[src/rtl/sar_pkg.sv]
// sar_pkg: shared state encoding, default parameter values and the mask-scan
// helper for the SAR ADC bank sequencer.
package sar_pkg;

    typedef enum logic [2:0] {
        IDLE   = 3'd0,
        SAMPLE = 3'd1,
        SETTLE = 3'd2,
        LATCH  = 3'd3,
        DONE   = 3'd4
    } sar_state_e;

    localparam int SAR_NUM_ADC_DEF       = 8;
    localparam int SAR_NUM_BITS_DEF      = 10;
    localparam int SAR_SAMPLE_CYCLES_DEF = 2;
    localparam int SAR_SETTLE_CYCLES_DEF = 4;

    // Widest mask the scan helper handles; NUM_ADC must not exceed it.
    localparam int SAR_MAX_ADC = 32;

    // Lowest set index in mask at or above 'from'; SAR_MAX_ADC when none is set.
    function automatic int sar_next_set(input logic [SAR_MAX_ADC-1:0] mask,
                                        input int from);
        int idx;
        idx = SAR_MAX_ADC;
        for (int i = SAR_MAX_ADC - 1; i >= 0; i--) begin
            if ((i >= from) && mask[i]) begin
                idx = i;
            end else begin
                idx = idx;
            end
        end
        return idx;
    endfunction

endpackage

[src/rtl/sar_phase_timer.sv]
// sar_phase_timer: loadable down-counter with a zero flag, timing both the
// SAMPLE and SETTLE phases. Load takes priority; the count stops at zero.
module sar_phase_timer #(
    parameter int W = 3
) (
    input  logic         clk,
    input  logic         reset,
    input  logic         i_load,
    input  logic [W-1:0] i_load_val,
    input  logic         i_dec,
    output logic         o_zero
);

    logic [W-1:0] r_count;

    // Phase counter: reload on state entry, otherwise count down to zero.
    always_ff @(posedge clk or posedge reset) begin
        if (reset) begin
            r_count <= '0;
        end else if (i_load) begin
            r_count <= i_load_val;
        end else if (i_dec && (r_count != '0)) begin
            r_count <= r_count - W'(1);
        end else begin
            r_count <= r_count;
        end
    end

    assign o_zero = (r_count == '0);

endmodule

[src/rtl/sar_sequencer.sv]
// sar_sequencer: steps a bank of SAR ADCs (ascending index, masked) through
// sample and MSB-first bit trials. All outputs are registered from the next
// state. Optional macro SAR_ABORT_EN adds an 'abort' input that returns any
// active sweep to IDLE without a done pulse.
module sar_sequencer
    import sar_pkg::*;
#(
    parameter int NUM_ADC       = SAR_NUM_ADC_DEF,
    parameter int NUM_BITS      = SAR_NUM_BITS_DEF,
    parameter int SAMPLE_CYCLES = SAR_SAMPLE_CYCLES_DEF,
    parameter int SETTLE_CYCLES = SAR_SETTLE_CYCLES_DEF
) (
    input  logic                clk,
    input  logic                reset,
    input  logic                start,
    input  logic [NUM_ADC-1:0]  adc_mask,
`ifdef SAR_ABORT_EN
    input  logic                abort,
`endif
    output logic [NUM_ADC-1:0]  adc_sel,
    output logic [NUM_BITS-1:0] bit_sel,
    output logic [NUM_ADC-1:0]  wr_adc,
    output logic                sample,
    output logic                bit_valid,
    output logic                busy,
    output logic                done
);

    localparam int AIW  = (NUM_ADC > 1) ? $clog2(NUM_ADC) : 1;
    localparam int BIW  = (NUM_BITS > 1) ? $clog2(NUM_BITS) : 1;
    localparam int CMAX = (SAMPLE_CYCLES > SETTLE_CYCLES) ? SAMPLE_CYCLES : SETTLE_CYCLES;
    localparam int TW   = $clog2(CMAX + 1);

    sar_state_e         r_state, w_state_nx;
    logic [NUM_ADC-1:0] r_mask, w_mask_nx;
    logic [AIW-1:0]     r_adc_idx, w_adc_idx_nx;
    logic [BIW-1:0]     r_bit_idx, w_bit_idx_nx;
    logic               w_tmr_load, w_tmr_dec, w_tmr_zero;
    logic [TW-1:0]      w_tmr_val;
    int                 w_first_idx, w_next_idx;
    logic               w_abort;

    logic [NUM_ADC-1:0]  r_adc_sel, r_wr_adc, w_adc_sel_nx, w_wr_adc_nx;
    logic [NUM_BITS-1:0] r_bit_sel, w_bit_sel_nx;
    logic                r_sample, r_bit_valid, r_busy, r_done;

`ifdef SAR_ABORT_EN
    assign w_abort = abort && (r_state != IDLE);
`else
    assign w_abort = 1'b0;
`endif

    // Mask scans: first ADC of a new sweep and the next ADC after the current one.
    assign w_first_idx = sar_next_set(SAR_MAX_ADC'(adc_mask), 0);
    assign w_next_idx  = sar_next_set(SAR_MAX_ADC'(r_mask), int'(r_adc_idx) + 1);

    sar_phase_timer #(.W(TW)) u_timer (
        .clk        (clk),
        .reset      (reset),
        .i_load     (w_tmr_load),
        .i_load_val (w_tmr_val),
        .i_dec      (w_tmr_dec),
        .o_zero     (w_tmr_zero)
    );

    // Next-state logic: phase sequencing, index stepping and timer control.
    always_comb begin
        w_state_nx   = r_state;
        w_mask_nx    = r_mask;
        w_adc_idx_nx = r_adc_idx;
        w_bit_idx_nx = r_bit_idx;
        w_tmr_load   = 1'b0;
        w_tmr_val    = '0;
        w_tmr_dec    = 1'b0;
        if (w_abort) begin
            w_state_nx = IDLE;
            w_mask_nx  = '0;
        end else begin
            case (r_state)
                IDLE: begin
                    if (start && (adc_mask != '0)) begin
                        w_mask_nx    = adc_mask;
                        w_adc_idx_nx = AIW'(w_first_idx);
                        w_state_nx   = SAMPLE;
                        w_tmr_load   = 1'b1;
                        w_tmr_val    = TW'(SAMPLE_CYCLES - 1);
                    end else if (start) begin
                        w_state_nx = DONE;
                    end else begin
                        w_state_nx = IDLE;
                    end
                end
                SAMPLE: begin
                    if (w_tmr_zero) begin
                        w_state_nx   = SETTLE;
                        w_bit_idx_nx = BIW'(NUM_BITS - 1);
                        w_tmr_load   = 1'b1;
                        w_tmr_val    = TW'(SETTLE_CYCLES - 1);
                    end else begin
                        w_tmr_dec = 1'b1;
                    end
                end
                SETTLE: begin
                    if (w_tmr_zero) begin
                        w_state_nx = LATCH;
                    end else begin
                        w_tmr_dec = 1'b1;
                    end
                end
                LATCH: begin
                    if (r_bit_idx != '0) begin
                        w_bit_idx_nx = r_bit_idx - BIW'(1);
                        w_state_nx   = SETTLE;
                        w_tmr_load   = 1'b1;
                        w_tmr_val    = TW'(SETTLE_CYCLES - 1);
                    end else if (w_next_idx < NUM_ADC) begin
                        w_adc_idx_nx = AIW'(w_next_idx);
                        w_state_nx   = SAMPLE;
                        w_tmr_load   = 1'b1;
                        w_tmr_val    = TW'(SAMPLE_CYCLES - 1);
                    end else begin
                        w_state_nx = DONE;
                    end
                end
                DONE: begin
                    w_state_nx = IDLE;
                    w_mask_nx  = '0;
                end
                default: begin
                    w_state_nx = IDLE;
                    w_mask_nx  = '0;
                end
            endcase
        end
    end

    // Moore output decode from the next state, registered below.
    always_comb begin
        w_adc_sel_nx = '0;
        w_bit_sel_nx = '0;
        w_wr_adc_nx  = '0;
        if ((w_state_nx == SAMPLE) || (w_state_nx == SETTLE) || (w_state_nx == LATCH)) begin
            w_adc_sel_nx = NUM_ADC'(1'b1) << w_adc_idx_nx;
        end else begin
            w_adc_sel_nx = '0;
        end
        if ((w_state_nx == SETTLE) || (w_state_nx == LATCH)) begin
            w_bit_sel_nx = NUM_BITS'(1'b1) << w_bit_idx_nx;
        end else begin
            w_bit_sel_nx = '0;
        end
        if (w_state_nx == LATCH) begin
            w_wr_adc_nx = w_adc_sel_nx;
        end else begin
            w_wr_adc_nx = '0;
        end
    end

    // State, sweep context and registered outputs.
    always_ff @(posedge clk or posedge reset) begin
        if (reset) begin
            r_state     <= IDLE;
            r_mask      <= '0;
            r_adc_idx   <= '0;
            r_bit_idx   <= '0;
            r_adc_sel   <= '0;
            r_bit_sel   <= '0;
            r_wr_adc    <= '0;
            r_sample    <= 1'b0;
            r_bit_valid <= 1'b0;
            r_busy      <= 1'b0;
            r_done      <= 1'b0;
        end else begin
            r_state     <= w_state_nx;
            r_mask      <= w_mask_nx;
            r_adc_idx   <= w_adc_idx_nx;
            r_bit_idx   <= w_bit_idx_nx;
            r_adc_sel   <= w_adc_sel_nx;
            r_bit_sel   <= w_bit_sel_nx;
            r_wr_adc    <= w_wr_adc_nx;
            r_sample    <= (w_state_nx == SAMPLE);
            r_bit_valid <= (w_state_nx == LATCH);
            r_busy      <= (w_state_nx != IDLE) && (w_state_nx != DONE);
            r_done      <= (w_state_nx == DONE);
        end
    end

    assign adc_sel   = r_adc_sel;
    assign bit_sel   = r_bit_sel;
    assign wr_adc    = r_wr_adc;
    assign sample    = r_sample;
    assign bit_valid = r_bit_valid;
    assign busy      = r_busy;
    assign done      = r_done;

endmodule

[config.mk]
export PLATFORM = sky130hd
export DESIGN_NAME = sar_sequencer
export DESIGN_NICKNAME = d
export VERILOG_FILES = /design/src/rtl/sar_pkg.sv /design/src/rtl/sar_phase_timer.sv /design/src/rtl/sar_sequencer.sv
export SDC_FILE = /design/constraint.sdc
export NUM_CORES = 1
export LEC_CHECK = 0
export CORE_MARGIN = 1
export CORE_UTILIZATION = 59
export CTS_CLUSTER_DIAMETER = 120
export DETAILED_ROUTE_END_ITERATION = 8
export DONT_BUFFER_PORTS = 1
export PLACE_DENSITY = 0.77
export SKIP_CTS_REPAIR_TIMING = 1
export SLEW_MARGIN = 30
export SYNTH_ARGS = -nofsm -noshare
export SYNTH_HDL_FRONTEND = slang
export SYNTH_HIERARCHICAL = 1
export SYNTH_SLANG_ARGS = --single-unit
export TNS_END_PERCENT = 100
[constraint.sdc]
create_clock -name clk -period 3.1 [get_ports clk]
set_input_delay 0.775 -clock clk [delete_from_list [all_inputs] [get_ports clk]]
set_output_delay 0.775 -clock clk [all_outputs]
set_load 0.05 [all_outputs]
==> flow_metrics.env <==
export IMPL_status="finished, final reports clean"
export IMPL_worstSetupPathType="reg -> reg"
export IMPL_layout_drive_gt1_share_pct=13.17
export IMPL_drt_initial_drc_count=113
export IMPL_cp_start_kind="register"
export IMPL_internal_power_uw=1674
export IMPL_htree_levels=2
export IMPL_place_area_sq_mm=0.002806
export IMPL_fin_area_sq_mm=0.002928
export IMPL_synth_edf_count=0
export IMPL_postSynthCellCount=278
export IMPL_clk_pin_slew_ps=90
export IMPL_critPathMaxFanout=10
export IMPL_seq_power_share_pct=40.5
export IMPL_fin_ws_ps=239.7
export IMPL_grt_max_degree=49
export IMPL_drv_cap=0
export IMPL_grt_pass1_wl_um=9225
export IMPL_combPwrFrac_pct=45.2
export IMPL_arrival_ps=3110
export IMPL_num_rows=24
export IMPL_die_w_um=70.35
export IMPL_cts_tree="built"
export IMPL_finalCriticalPeriod_ps=2860
export IMPL_yosys_warnings=6
export IMPL_final_cell_mix="49 x dfrtp_1, 27 x nand2_1, 19 x nor2_1"
export IMPL_synthToLayoutAreaGrowth_pct=6.219
export IMPL_die_h_um=70.35
export IMPL_cts_root_buf="clkbuf_8"
export IMPL_p_leak_uw=0.001254
export IMPL_fin_worst_skew_ps=7.687
export IMPL_wirelength_um=5438
export IMPL_final_nets=298
export IMPL_finalHoldViolCount=0
export IMPL_dpl_worst_slack_ps=149.0
export IMPL_r2r_slack_ps=240
export IMPL_fmax_ghz=0.3496
export IMPL_syn_area_per_cell_sq_um=9.915
export IMPL_insertion_delay_ps=310
export IMPL_grt_setup_unrepaired="false"
export IMPL_gp_congestion=0.9192
export IMPL_final_cell_count_no_fill=333
export IMPL_holdCritPathClass="in -> async"
export IMPL_dp_hpwl_um=4087
export IMPL_yosysUniqueCellTypes=58
export IMPL_worst_pin_slew_ps=775.1
export IMPL_cp_end_kind="register"
export IMPL_cp_required_ps=3350
export IMPL_num_vias=2114
export IMPL_vias_per_cell=6.348
export IMPL_core_sq_mm=0.004414
export IMPL_wl_per_cell_um=16.33
export IMPL_cts_max_path_buffers=2
export IMPL_vdd_drop_max_mv=0.5540
export IMPL_finalSetupViolCount=0
export IMPL_r2r_end="u_timer/r_count[1]$_DFFE_PP0P_"
export IMPL_p_sw_uw=1537
export IMPL_powerDensity_mw_per_mm2=1097
export IMPL_numPortBuffers=0
export IMPL_start_util_pct=62.44
export IMPL_place_inst=325
export IMPL_synth_async_reset_ratio_pct=100.0
export IMPL_final_setup_tns_ps=0
export IMPL_yosysSeqAreaShare_pct=46.30
export IMPL_synth_main_ff_cell="dfrtp_1"
export IMPL_ios=41
export IMPL_finalCritPeriodShare_pct=92.27
export IMPL_cts_buffers=5
export IMPL_fillCellCount=359
export IMPL_grt_usage_pct=23.76
export IMPL_reg2reg_from="r_adc_idx[1]$_DFF_PP0_"
export IMPL_r2r_cells=10
export IMPL_pwr_share_clk_pct=14.3
export IMPL_layout_commonest_cell="dfrtp_1"
export IMPL_drc=0
export IMPL_p_sw_share_pct=47.86
export IMPL_synth_cell_area_sq_mm=0.002756
export IMPL_final_core_util_pct=66.33
export IMPL_ys_ff_latch=51
export IMPL_syn_nets=296
export IMPL_insertedDiodeCount=0
export IMPL_grt_pass1_vias=1965
export IMPL_cts_sinks=51
export IMPL_grt_overflow_total=0
export IMPL_finalMaxSlewViolations=0
export IMPL_maxSlewHeadroom_pct=48.26
export IMPL_ant_nets=0
export IMPL_antenna_found_initial=0
export IMPL_drtPass1Iterations=5
export IMPL_dieArea_sq_mm=0.004949
## power by group through the flow
stage                     Clock (uW)  Sequential, uW  Combinational, uW
after global placement             0            1300               1400
after floorplan                    0            1240               1220
after global routing             498            1330               1620
after detailed placement           0            1310               1430
final                            460            1300               1450
after CTS                        470            1290               1440
## kinds of logic (layout without fill, tap and decap cells)
kind of cell	count (synthesis)	count (layout)	share of synthesized area [%]
and+or+nand+nor	104	104	22.06
AOI/OAI and AO/OA	83	83	22.61
DFF	51	51	46.30
buffers and inverters	29	32	4.721
adders and majority gates	7	7	3.177
xor gates and xnor gates	2	2	0.6356
other	1	1	0.1360
muxes	1	1	0.3632
## critical path, stage by stage, from the launching register on
cell and delay, ps:
dfrtp_2 480, inv_1 110, ha_1 200, or3b_2 440
o221ai_1 330, o2111a_1 330, a31oi_1 100, a31oi_1 230
nor2_2 130, nor4b_1 310, a221o_1 150
## area by class of cell
type                    instances  area [sq um]  area share, %
repair buffers                  6         45.04          1.538
well taps                      52         65.06          2.222
multi-input cells             198          1353          46.20
clock buffers                   5         68.82          2.350
clock inverters                 3         46.29          1.581
flip-flops and latches         51          1279          43.68
inverters                      18         71.32          2.436
## cells in the mapped netlist (2+ instances only)
| cell type | n | area [sq um] |
|---|---|---|
| clkbuf_1 | 5 | 18.77 |
| or2_2 | 2 | 12.51 |
| nor2_1 | 20 | 75.07 |
| nor3_1 | 6 | 30.03 |
| buf_6 | 2 | 22.52 |
| nand2b_1 | 4 | 25.02 |
| o21ai_0 | 16 | 80.08 |
| and2_1 | 2 | 12.51 |
| o211ai_1 | 4 | 30.03 |
| o31a_1 | 2 | 17.52 |
| nor4_4 | 2 | 42.54 |
| a31oi_1 | 7 | 43.79 |
| o21a_1 | 2 | 15.01 |
| a22oi_1 | 2 | 15.01 |
| a211oi_1 | 10 | 75.07 |
| ha_1 | 7 | 87.58 |
| o31ai_1 | 2 | 15.01 |
| o32a_1 | 2 | 20.02 |
| nand2_1 | 27 | 101.4 |
| dfrtp_1 | 51 | 1276 |
| o211a_1 | 3 | 30.03 |
| inv_1 | 17 | 63.81 |
| nand4_1 | 2 | 12.51 |
| nor4_2 | 5 | 62.56 |
| nand3b_1 | 2 | 15.01 |
| nor3b_1 | 2 | 15.01 |
| a21o_1 | 2 | 15.01 |
| o221ai_1 | 2 | 17.52 |
| buf_2 | 3 | 15.01 |
| nor2b_1 | 5 | 31.28 |
| a21oi_1 | 12 | 60.06 |
| nor4b_1 | 4 | 35.03 |
| nor4_1 | 4 | 25.02 |
| or3b_2 | 3 | 26.28 |
| a2bb2oi_1 | 2 | 17.52 |
| nand3_1 | 10 | 50.05 |
| xnor2_1 | 2 | 17.52 |
| a221o_1 | 3 | 30.03 |
## flip-flops by register name (all words and copies together) (netlist names), 3 cells and up
name             cells
u_timer/r_count      3
r_bit_idx            4
bit_sel             10
r_state              3
adc_sel              8
wr_adc               8
r_adc_idx            3
r_mask               8
## per-layer routing
metal / vias up / track usage, % / wire length (um)
li1: 1020 / - / -
met1: 1014 / 33.81 / 2605
met2: 70 / 34.39 / 2430
met3: 10 / 7.215 / 309
met4: 0 / 8.000 / 94
met5: - / 0 / 0
## how the worst max path moves through the flow
stage	startpoint	to	slack, ps	depth (start not counted)
detailed placement	r_adc_idx[1]$_DFF_PP0_	u_timer/r_count[1]$_DFFE_PP0P_	150	10
finish	r_adc_idx[1]$_DFF_PP0_	u_timer/r_count[1]$_DFFE_PP0P_	240	10
global route	r_adc_idx[1]$_DFF_PP0_	u_timer/r_count[0]$_DFFE_PP0P_	20	10
global placement	r_adc_idx[1]$_DFF_PP0_	u_timer/r_count[2]$_DFFE_PP0P_	250	10
CTS	r_adc_idx[1]$_DFF_PP0_	u_timer/r_count[2]$_DFFE_PP0P_	140	10
floorplan	r_adc_idx[0]$_DFF_PP0_	u_timer/r_count[1]$_DFFE_PP0P_	460	11
## through the flow
step           total power [uW]  hold slack [ps]
4_1_cts                    3203            205.5
3_3_place_gp               2707            493.4
3_5_place_dp               2740            514.2
6_report                   3211            211.7
5_1_grt                    3447            206.9
2_1_floorplan              2456            465.8
No activity file was read; power rests on OpenSTA's default activity.
